`src/rtl/vga_ball_renderer_if.sv`:
```
// Bundle between the VGA sync generator (master) and the ball renderer (slave).
// Optional pause input appears only when VGA_PAUSE_EN is defined.
interface vga_ball_renderer_if;
  logic [10:0] counter_x;
  logic [8:0]  counter_y;
  logic        in_display;
  logic        vga_h_sync_in;
  logic        vga_v_sync_in;
`ifdef VGA_PAUSE_EN
  logic        pause;
`endif
  logic        vga_r;
  logic        vga_g;
  logic        vga_b;
  logic        vga_h_sync;
  logic        vga_v_sync;
  logic        frame_tick;

  modport master (
`ifdef VGA_PAUSE_EN
    output pause,
`endif
    output counter_x, counter_y, in_display, vga_h_sync_in, vga_v_sync_in,
    input  vga_r, vga_g, vga_b, vga_h_sync, vga_v_sync, frame_tick
  );

  modport slave (
`ifdef VGA_PAUSE_EN
    input  pause,
`endif
    input  counter_x, counter_y, in_display, vga_h_sync_in, vga_v_sync_in,
    output vga_r, vga_g, vga_b, vga_h_sync, vga_v_sync, frame_tick
  );
endinterface

```
`src/rtl/vga_ball_renderer.sv`:
```
// Bouncing-ball pixel stage behind the VGA sync generator: 2-clk pipeline from counters
// to RGB, syncs re-timed by the same 2 flops, ball moved once per frame in vblank.
// Optional feature macro: VGA_PAUSE_EN (adds bus.pause, which freezes ball motion).
module vga_ball_renderer (
  input logic               clk,
  input logic               rst,
  vga_ball_renderer_if.slave bus
);
  localparam int unsigned HPixels  = 640;
  localparam int unsigned VPixels  = 480;
  localparam int unsigned BallSize = 16;
  localparam int unsigned Border   = 8;
  localparam int unsigned Step     = 2;
  localparam int unsigned XMin     = Border;
  localparam int unsigned XMax     = HPixels - Border - BallSize;
  localparam int unsigned YMin     = Border;
  localparam int unsigned YMax     = VPixels - Border - BallSize;
  localparam logic [9:0]  BallX0   = 10'((HPixels - BallSize) / 2);
  localparam logic [8:0]  BallY0   = 9'((VPixels - BallSize) / 2);

  typedef enum logic [1:0] {StIdle, StMoveX, StMoveY} state_e;

  state_e      state_q;
  logic [9:0]  ball_x_q, ball_x_d;
  logic [8:0]  ball_y_q, ball_y_d;
  logic        dir_x_q, dir_x_d;  // 1 = right
  logic        dir_y_q, dir_y_d;  // 1 = down
  logic        armed_q;
  logic        frame_tick_q;

  logic [9:0]  px;
  logic [8:0]  py;
  logic [10:0] ball_x_end, x_sum;
  logic [9:0]  ball_y_end, y_sum;
  logic        in_ball, in_border, trigger, move_en;

  logic        in_ball_q, in_border_q, in_disp_q, h_sync1_q, v_sync1_q;
  logic        r_q, g_q, b_q, h_sync2_q, v_sync2_q;
  logic [2:0]  rgb_d;

  assign px = bus.counter_x[10:1];
  assign py = bus.counter_y;

`ifdef VGA_PAUSE_EN
  assign move_en = ~bus.pause;
`else
  assign move_en = 1'b1;
`endif

  // First blanking row, column 0: one move per frame
  assign trigger = (bus.counter_y == 9'(VPixels)) && (bus.counter_x == 11'd0);

  // Hit tests on the current pixel (unsigned, sums one bit wider)
  always_comb begin
    ball_x_end = {1'b0, ball_x_q} + 11'(BallSize);
    ball_y_end = {1'b0, ball_y_q} + 10'(BallSize);
    in_ball    = (px >= ball_x_q) && ({1'b0, px} < ball_x_end) &&
                 (py >= ball_y_q) && ({1'b0, py} < ball_y_end);
    in_border  = (px < 10'(Border)) || (px >= 10'(HPixels - Border)) ||
                 (py < 9'(Border))  || (py >= 9'(VPixels - Border));
  end

  // Next ball position/direction; compare before subtract so nothing wraps
  always_comb begin
    ball_x_d = ball_x_q;
    dir_x_d  = dir_x_q;
    ball_y_d = ball_y_q;
    dir_y_d  = dir_y_q;
    x_sum    = {1'b0, ball_x_q} + 11'(Step);
    y_sum    = {1'b0, ball_y_q} + 10'(Step);
    if (dir_x_q) begin
      if (x_sum >= 11'(XMax)) begin
        ball_x_d = 10'(XMax);
        dir_x_d  = 1'b0;
      end else begin
        ball_x_d = x_sum[9:0];
      end
    end else if (ball_x_q <= 10'(XMin + Step)) begin
      ball_x_d = 10'(XMin);
      dir_x_d  = 1'b1;
    end else begin
      ball_x_d = ball_x_q - 10'(Step);
    end
    if (dir_y_q) begin
      if (y_sum >= 10'(YMax)) begin
        ball_y_d = 9'(YMax);
        dir_y_d  = 1'b0;
      end else begin
        ball_y_d = y_sum[8:0];
      end
    end else if (ball_y_q <= 9'(YMin + Step)) begin
      ball_y_d = 9'(YMin);
      dir_y_d  = 1'b1;
    end else begin
      ball_y_d = ball_y_q - 9'(Step);
    end
  end

  // Motion FSM: IDLE -> MOVE_X -> MOVE_Y -> IDLE, registered frame_tick
  always_ff @(posedge clk or posedge rst) begin
    if (rst) begin
      state_q      <= StIdle;
      ball_x_q     <= BallX0;
      ball_y_q     <= BallY0;
      dir_x_q      <= 1'b1;
      dir_y_q      <= 1'b1;
      armed_q      <= 1'b1;
      frame_tick_q <= 1'b0;
    end else begin
      // Re-arm once the counters leave the trigger row
      if (bus.counter_y != 9'(VPixels)) armed_q <= 1'b1;
      frame_tick_q <= 1'b0;
      case (state_q)
        StIdle: begin
          if (trigger && armed_q) begin
            state_q      <= StMoveX;
            armed_q      <= 1'b0;
            frame_tick_q <= 1'b1;
          end
        end
        StMoveX: begin
          state_q <= StMoveY;
          if (move_en) begin
            ball_x_q <= ball_x_d;
            dir_x_q  <= dir_x_d;
          end
        end
        StMoveY: begin
          state_q <= StIdle;
          if (move_en) begin
            ball_y_q <= ball_y_d;
            dir_y_q  <= dir_y_d;
          end
        end
        default: state_q <= StIdle;
      endcase
    end
  end

  // S1: hit-test results plus first sync delay
  always_ff @(posedge clk or posedge rst) begin
    if (rst) begin
      in_ball_q   <= 1'b0;
      in_border_q <= 1'b0;
      in_disp_q   <= 1'b0;
      h_sync1_q   <= 1'b1;
      v_sync1_q   <= 1'b1;
    end else begin
      in_ball_q   <= in_ball;
      in_border_q <= in_border;
      in_disp_q   <= bus.in_display;
      h_sync1_q   <= bus.vga_h_sync_in;
      v_sync1_q   <= bus.vga_v_sync_in;
    end
  end

  // Colour select: blanking, then ball over border
  always_comb begin
    rgb_d = 3'b000;
    if (!in_disp_q)       rgb_d = 3'b000;
    else if (in_ball_q)   rgb_d = 3'b111;
    else if (in_border_q) rgb_d = 3'b001;
  end

  // S2: RGB plus second sync delay, keeping edges aligned
  always_ff @(posedge clk or posedge rst) begin
    if (rst) begin
      r_q       <= 1'b0;
      g_q       <= 1'b0;
      b_q       <= 1'b0;
      h_sync2_q <= 1'b1;
      v_sync2_q <= 1'b1;
    end else begin
      {r_q, g_q, b_q} <= rgb_d;
      h_sync2_q       <= h_sync1_q;
      v_sync2_q       <= v_sync1_q;
    end
  end

  assign bus.vga_r      = r_q;
  assign bus.vga_g      = g_q;
  assign bus.vga_b      = b_q;
  assign bus.vga_h_sync = h_sync2_q;
  assign bus.vga_v_sync = v_sync2_q;
  assign bus.frame_tick = frame_tick_q;
endmodule
```
`src/flat_wrapper.sv`:
```
// flat-port wrapper written by rule: the top's interface ports become plain ports
module vga_ball_renderer_flat 
  (clk, rst, bus_counter_x, bus_counter_y, bus_in_display, bus_vga_h_sync_in, bus_vga_v_sync_in, bus_vga_r, bus_vga_g, bus_vga_b, bus_vga_h_sync, bus_vga_v_sync, bus_frame_tick);
  vga_ball_renderer_if bus_i ();
  input logic clk;
  input logic rst;
  input wire logic [$bits(bus_i.counter_x)-1:0] bus_counter_x;
  input wire logic [$bits(bus_i.counter_y)-1:0] bus_counter_y;
  input wire logic [$bits(bus_i.in_display)-1:0] bus_in_display;
  input wire logic [$bits(bus_i.vga_h_sync_in)-1:0] bus_vga_h_sync_in;
  input wire logic [$bits(bus_i.vga_v_sync_in)-1:0] bus_vga_v_sync_in;
  output wire logic [$bits(bus_i.vga_r)-1:0] bus_vga_r;
  output wire logic [$bits(bus_i.vga_g)-1:0] bus_vga_g;
  output wire logic [$bits(bus_i.vga_b)-1:0] bus_vga_b;
  output wire logic [$bits(bus_i.vga_h_sync)-1:0] bus_vga_h_sync;
  output wire logic [$bits(bus_i.vga_v_sync)-1:0] bus_vga_v_sync;
  output wire logic [$bits(bus_i.frame_tick)-1:0] bus_frame_tick;
  assign bus_i.counter_x = bus_counter_x;
  assign bus_i.counter_y = bus_counter_y;
  assign bus_i.in_display = bus_in_display;
  assign bus_i.vga_h_sync_in = bus_vga_h_sync_in;
  assign bus_i.vga_v_sync_in = bus_vga_v_sync_in;
  assign bus_vga_r = bus_i.vga_r;
  assign bus_vga_g = bus_i.vga_g;
  assign bus_vga_b = bus_i.vga_b;
  assign bus_vga_h_sync = bus_i.vga_h_sync;
  assign bus_vga_v_sync = bus_i.vga_v_sync;
  assign bus_frame_tick = bus_i.frame_tick;
  vga_ball_renderer u_core (.clk(clk), .rst(rst), .bus(bus_i));
endmodule
```
`config.mk`:
```
export PLATFORM = sky130hd
export DESIGN_NAME = vga_ball_renderer_flat
export DESIGN_NICKNAME = d
export VERILOG_FILES = /design/src/rtl/vga_ball_renderer_if.sv /design/src/rtl/vga_ball_renderer.sv /design/src/flat_wrapper.sv
export SDC_FILE = /design/constraint.sdc
export NUM_CORES = 1
export LEC_CHECK = 0
export CAP_MARGIN = 20
export CORE_MARGIN = 5
export CORE_UTILIZATION = 42
export DETAILED_ROUTE_END_ITERATION = 7
export PLACE_DENSITY = 0.71
export SETUP_SLACK_MARGIN = 0.5
export SLEW_MARGIN = 0
export SYNTH_ARGS = -nofsm -noshare
export SYNTH_HDL_FRONTEND = slang
export SYNTH_SLANG_ARGS = --single-unit
```
`constraint.sdc`:
```
create_clock -name clk -period 2.6 [get_ports clk]
set_input_delay 0.65 -clock clk [delete_from_list [all_inputs] [get_ports clk]]
set_output_delay 0.65 -clock clk [all_outputs]
set_load 0.005 [all_outputs]
```
# After elaboration in Yosys (flattened, before gate mapping)
# Index checks and enable logic that the tools add are counted.
[classes]
add_sub_neg = 6
magnitude_cmp = 12
n_eq_ne = 5
muxes = 22
reduce_logical = 10
[op_table]
columns = ["op", "n"]
rows = [
  ["2-to-1 mux 10 bit", 3],
  ["2-to-1 mux 9 bit", 3],
  ["2-to-1 mux 1 bit", 12],
  ["adder 10 x 2 -> 11 bit, second input constant", 1],
  ["adder 10 x 5 -> 11 bit, second input constant", 1],
  ["greater-or-equal comparator 11 x 10 -> 1 bit, second input constant", 1],
  ["logical NOT 11 bit", 1],
  ["< comparator 10 x 11 -> 1 bit", 1],
  ["adder 9 x 2 -> 10 bit, second input constant", 1],
  ["adder 9 x 5 -> 10 bit, second input constant", 1],
  ["greater-or-equal comparator 10 bit", 1],
  ["greater-or-equal comparator 10 bit, second input constant", 1],
  ["greater-or-equal comparator 10 x 9 -> 1 bit, second input constant", 1],
  ["less-or-equal comparator 10 x 4 -> 1 bit, second input constant", 1],
  ["< comparator 10 x 4 -> 1 bit, second input constant", 1],
  ["< comparator 9 x 10 -> 1 bit", 1],
  ["subtractor 10 x 2 -> 10 bit, second input constant", 1],
  ["equality test 9 bit, second input constant", 1],
  ["greater-or-equal comparator 9 bit", 1],
  ["greater-or-equal comparator 9 bit, second input constant", 1],
  ["less-or-equal comparator 9 x 4 -> 1 bit, second input constant", 1],
  ["< comparator 9 x 4 -> 1 bit, second input constant", 1],
  ["inequality test 9 bit, second input constant", 1],
  ["subtractor 9 x 2 -> 9 bit, second input constant", 1],
  ["other kinds (9)", 16],
]
[totals]
reg_bits = 35
inputBits = 25
output_inout_bits = 6

# Logic depth before layout (Yosys ltp)
[depth]
depth_word = 5
ltp_mapped = 10
ltp_nobuf = 10

# Worst setup path after synthesis
# Ideal clock, no wire load.
[synth_timing]
path_type = "register to register"
startpoint = "register u_core.ball_x_q[5]"
endpoint = "register u_core.in_ball_q"
setup_ns = 0.125
t_arrival_ns = 2.307
t_required_ns = 2.475
path_slack_ns = 0.168
stages_incl_launch_ff = 11
path_buffers = 0
synth_period_minus_slack_ns = 2.432
path_cell_list = "dfstp_2 > ha_1 > and3_1 > xnor2_1 > ha_1 > a21o_1 > a21oi_1 > nor2_1 > a2111oi_0 > o21ai_0 > a2111oi_0"
[synth_between]
elab_chain_cells = 5
elab_cells_between_ends = 6
cone_classes = "1 x add/sub; 2 x order compare; 3 x reduce/logical"
[synth_lines]
columns = ["item", "line_no", "rtl"]
rows = [
  ["from (decl)", "vga_ball_renderer.sv:24", "logic [9:0] ball_x_q, ball_x_d;"],
  ["from (signal assigned)", "vga_ball_renderer.sv:103", "ball_x_q <= BallX0;"],
  ["from (signal assigned)", "vga_ball_renderer.sv:124", "ball_x_q <= ball_x_d;"],
  ["adder 10 x 5 -> 11 bit", "vga_ball_renderer.sv:55", "ball_x_end = {1'b0, ball_x_q} + 11'(BallSize);"],
  ["< comparator 10 x 11 -> 1 bit", "vga_ball_renderer.sv:57", "in_ball = (px >= ball_x_q) && ({1'b0, px} < ball_x_end) &&"],
  ["logical AND 1 bit (*) (2 in a row)", "vga_ball_renderer.sv:57", ""],
  ["logical AND 1 bit (*)", "vga_ball_renderer.sv:58", "(py >= ball_y_q) && ({1'b0, py} < ball_y_end);"],
  ["named net u_core.in_ball", "vga_ball_renderer.sv:35", "logic in_ball, in_border, trigger, move_en;"],
  ["to (signal assigned)", "vga_ball_renderer.sv:149", "in_ball_q <= in_ball;"],
  ["to (decl)", "vga_ball_renderer.sv:37", "logic in_ball_q, in_border_q, in_disp_q, h_sync1_q, v_sync1_q;"],
]
# The timed path passes the listed nets; every way through them passes the cells marked *.
# A chain may end at the register's enable or synchronous reset.

# Worst setup path in the final report
[layout_timing]
startpoint = "register u_core.ball_x_q[4]"
endpoint = "register u_core.in_ball_q"
# Same word-level chain as after synthesis.

==> flow_metrics.env <==
export IMPL_seqCellArea_um2=824.5
export IMPL_drc=0
export IMPL_end_kind="register"
export IMPL_path_class="register to register"
export IMPL_leakagePower_nw=1.579
export IMPL_worst_path_buf_inv=0
export IMPL_cts_buffers=5
export IMPL_place_hpwl_um=6208
export IMPL_antennaDiodeCount=0
export IMPL_cp_slowest_cell="dfstp_2"
export IMPL_cts_path_max_buffers=2
export IMPL_synth_distinct_cells=61
export IMPL_die_w_um=94.66
export IMPL_die_area_um2=8961
export IMPL_critPathMaxStageDelay_ns=0.61
export IMPL_insertion_delay_ns=0.29
export IMPL_drive_above_1_share=0.2578
export IMPL_core_um2=6869
export IMPL_viasPerCell=5.864
export IMPL_synth_compound_area_share=0.2556
export IMPL_antenna_found_initial=0
export IMPL_worstSetupStartpointType="register"
export IMPL_peakVddDrop_uv=144.7
export IMPL_intPower_uw=792.6
export IMPL_clk_pin_slew_ns=0.07
export IMPL_cts_tree="done"
export IMPL_yosys_most_used_dff="dfrtp_1"
export IMPL_ys_warnings_count=0
export IMPL_area_growth_syn_to_layout_pct=32.09
export IMPL_grtUsageTotal=0.1987
export IMPL_cap_violations=0
export IMPL_avgRoutedWirePerCell_um=17.09
export IMPL_synthCells=357
export IMPL_port_buffers=30
export IMPL_power_frac_clock=0.386
export IMPL_required_ns=2.78
export IMPL_yosysTopAreaCell="ha_1"
export IMPL_synth_area_mux_share=0.003741
export IMPL_total_power_mw=1.054
export IMPL_grt_max_degree=33
export IMPL_status="finished, final reports clean"
export IMPL_syn_num_nets=419
export IMPL_synth_async_reset_ratio=1.000
export IMPL_worst_slew_pin_slew_ns=0.8569
export IMPL_drtIter0Drc=288
export IMPL_fin_skew_ns=0.009679
export IMPL_synthAdderAreaFrac=0.1538
export IMPL_seq_area_frac_synth=0.2722
export IMPL_grt_overflow=0
export IMPL_firstDrtPassIters=5
export IMPL_fp_row_count=30
export IMPL_die_h_um=94.66
export IMPL_hp_class="register to register"
export IMPL_r2r_cells=10
export IMPL_final_cell_mix="buf_4, ha_1, clkdlybuf4s50_1, inv_1, nand2_1"
export IMPL_cts_root_buf="clkbuf_8"
export IMPL_layout_commonest_cell="buf_4"
export IMPL_synth_top_cell_area_share=0.1538
export IMPL_cts_sinks=32
export IMPL_synth_top_family_by_area="compound AO/OA/AOI/OAI gates"
export IMPL_synthTopCellsByArea="ha_1, dfrtp_1, dfstp_2"
export IMPL_ys_ff_latch=32
export IMPL_nFillCells=598
export IMPL_fin_util=0.5789
export IMPL_setup_viol=0
export IMPL_p_sw_uw=261.9
export IMPL_holdBufCountCts=0
export IMPL_avgSynthCellArea_um2=8.432
export IMPL_multi_input_area_um2=2213
export IMPL_max_slew_margin=0.4276
export IMPL_start_util=0.4383
export IMPL_switching_share=0.2484
export IMPL_nets=480
export IMPL_path_depth=10
export IMPL_synth_edf_count=0
export IMPL_rsz0062_at_grt="yes"
export IMPL_holdWs_ns=0.3572
export IMPL_worstPathArrival_ns=2.54
export IMPL_cp_max_fo=4
export IMPL_yosys_area_share_simple=0.1949
export IMPL_min_period_ns=2.361
export IMPL_synthXorXnorAreaFrac=0.05569
export IMPL_max_freq_ghz=0.4236
export IMPL_cp_common_cell="a2111oi_2"
export IMPL_comb_power_share=0.130
export IMPL_final_hold_violation_count=0
export IMPL_critical_path_top_delay_family="compound AO/OA/AOI/OAI gates"
export IMPL_vias=3020
export IMPL_seqPwrFrac=0.484
export IMPL_drv_slew=0
export IMPL_syn_area_um2=3010
export IMPL_fin_crit_sh=0.9079
export IMPL_ctsHtreeMaxLevel=2
export IMPL_gp_congestion=0.9069
export IMPL_grt_pass1_wl_um=14180
export IMPL_path_cells="ha_4, and3_4, xnor2_2, ha_1, a21o_1, a21oi_2, nor2_1, a2111oi_2, o21ai_1, a2111oi_2"
export IMPL_ant_nets=0
export IMPL_wl_um=8803
export IMPL_power_density_nw_per_um2=265.2
export IMPL_holdPathStages=0
export IMPL_setup_tns_ns=0
export IMPL_ios=31
export IMPL_grt_pass1_vias=3006
-- final cells by class --
class,instances,area share
Multi-Input combinational cell,280,0.5566
Clock buffer,6,0.02077
Inverter,30,0.02958
Sequential cell,32,0.2074
Clock inverter,2,0.002517
Timing Repair Buffer,69,0.1529
Tap cell,96,0.03021
-- worst register-to-register path: stages, from the launching register on --
cell	delay [ns]
dfstp_2	0.61
ha_4	0.15
and3_4	0.19
xnor2_2	0.10
ha_1	0.26
a21o_1	0.18
a21oi_2	0.13
nor2_1	0.06
a2111oi_2	0.23
o21ai_1	0.13
a2111oi_2	0.21
-- power by group through the flow --
| stage | clock network, mW | registers, mW | logic, mW |
|---|---|---|---|
| floorplan | 0 | 0.519 | 0.0513 |
| detailed placement | 0 | 0.519 | 0.130 |
| global route | 0.440 | 0.511 | 0.155 |
| global placement | 0 | 0.519 | 0.127 |
| finish | 0.407 | 0.510 | 0.137 |
| CTS | 0.416 | 0.510 | 0.136 |
-- cells in the mapped netlist, drive strengths merged, types with 3 or more instances --
master   number
nor2         25
o31ai         8
o21ai        32
or3           4
nor2b         3
nand2        26
xnor2        16
inv          30
nand4         6
dfrtp        17
nor3          8
a21oi        23
buf           9
a21o          4
a32oi         3
nand2b        5
o21a          4
a22o          3
a2111oi       3
o211ai        3
and3          7
dfstp        15
nor4          6
nand3        13
a31oi         9
ha           37
clkbuf        6
-- layer usage --
| layer | track usage | vias up | share of wire |
|---|---|---|---|
| met5 | 0 | - | 0 |
| met4 | 0.06250 | 0 | 0.020 |
| met3 | 0.03665 | 19 | 0.061 |
| met2 | 0.3100 | 125 | 0.45 |
| met1 | 0.2775 | 1438 | 0.47 |
| li1 | - | 1438 | - |
-- cell families after synthesis --
group / after synthesis
xor+xnor: 17
simple gates: 114
buf+inv: 45
fa+ha+maj: 37
flops: 32
compound gates: 111
mux: 1
-- state kept, by name, summed over array words and instances, names as in the netlist --
name / count
u_core.v_sync1_q: 1
u_core.h_sync1_q: 1
u_core.bus.vga_h_sync: 1
u_core.bus.vga_b: 1
u_core.state_q: 2
u_core.in_border_q: 1
u_core.in_disp_q: 1
u_core.bus.vga_g: 1
u_core.bus.vga_v_sync: 1
u_core.in_ball_q: 1
u_core.armed_q: 1
u_core.ball_x_q: 9
u_core.bus.frame_tick: 1
u_core.dir_x_q: 1
u_core.ball_y_q: 8
u_core.dir_y_q: 1
-- what timing repair did --
| action | in CTS | in global routing |
|---|---|---|
| pin swaps | 14 | 18 |
| endpoints found under the setup margin | 17 | 22 |
| setup buffers | 11 | 11 |
| hold endpoints to repair | 0 | 0 |
| resized for setup | 21 | 37 |
-- through the flow --
step / instances / worst slack [ns] / instance area [um^2]
floorplan: 357 / 0.1825 / 3024
global placement: 485 / -0.07412 / 3482
detailed placement: 485 / -0.2308 / 3482
CTS: 504 / 0.05125 / 3729
global route: 515 / 0.09686 / 3976
finish: 515 / 0.2395 / 3976
-- final timing paths --
kind / end / slack [ns] / start
max: u_core.in_ball_q / 0.24 / u_core.ball_x_q[4]
min: u_core.bus.vga_h_sync / 0.36 / u_core.h_sync1_q
max reg2reg: u_core.in_ball_q / 0.24 / u_core.ball_x_q[4]
min reg2reg: u_core.bus.vga_h_sync / 0.36 / u_core.h_sync1_q
max in group asynchronous: u_core.armed_q / 1.50 / rst
min in group asynchronous: u_core.ball_x_q[9] / 0.76 / rst
No activity file was read; power rests on OpenSTA's default activity.
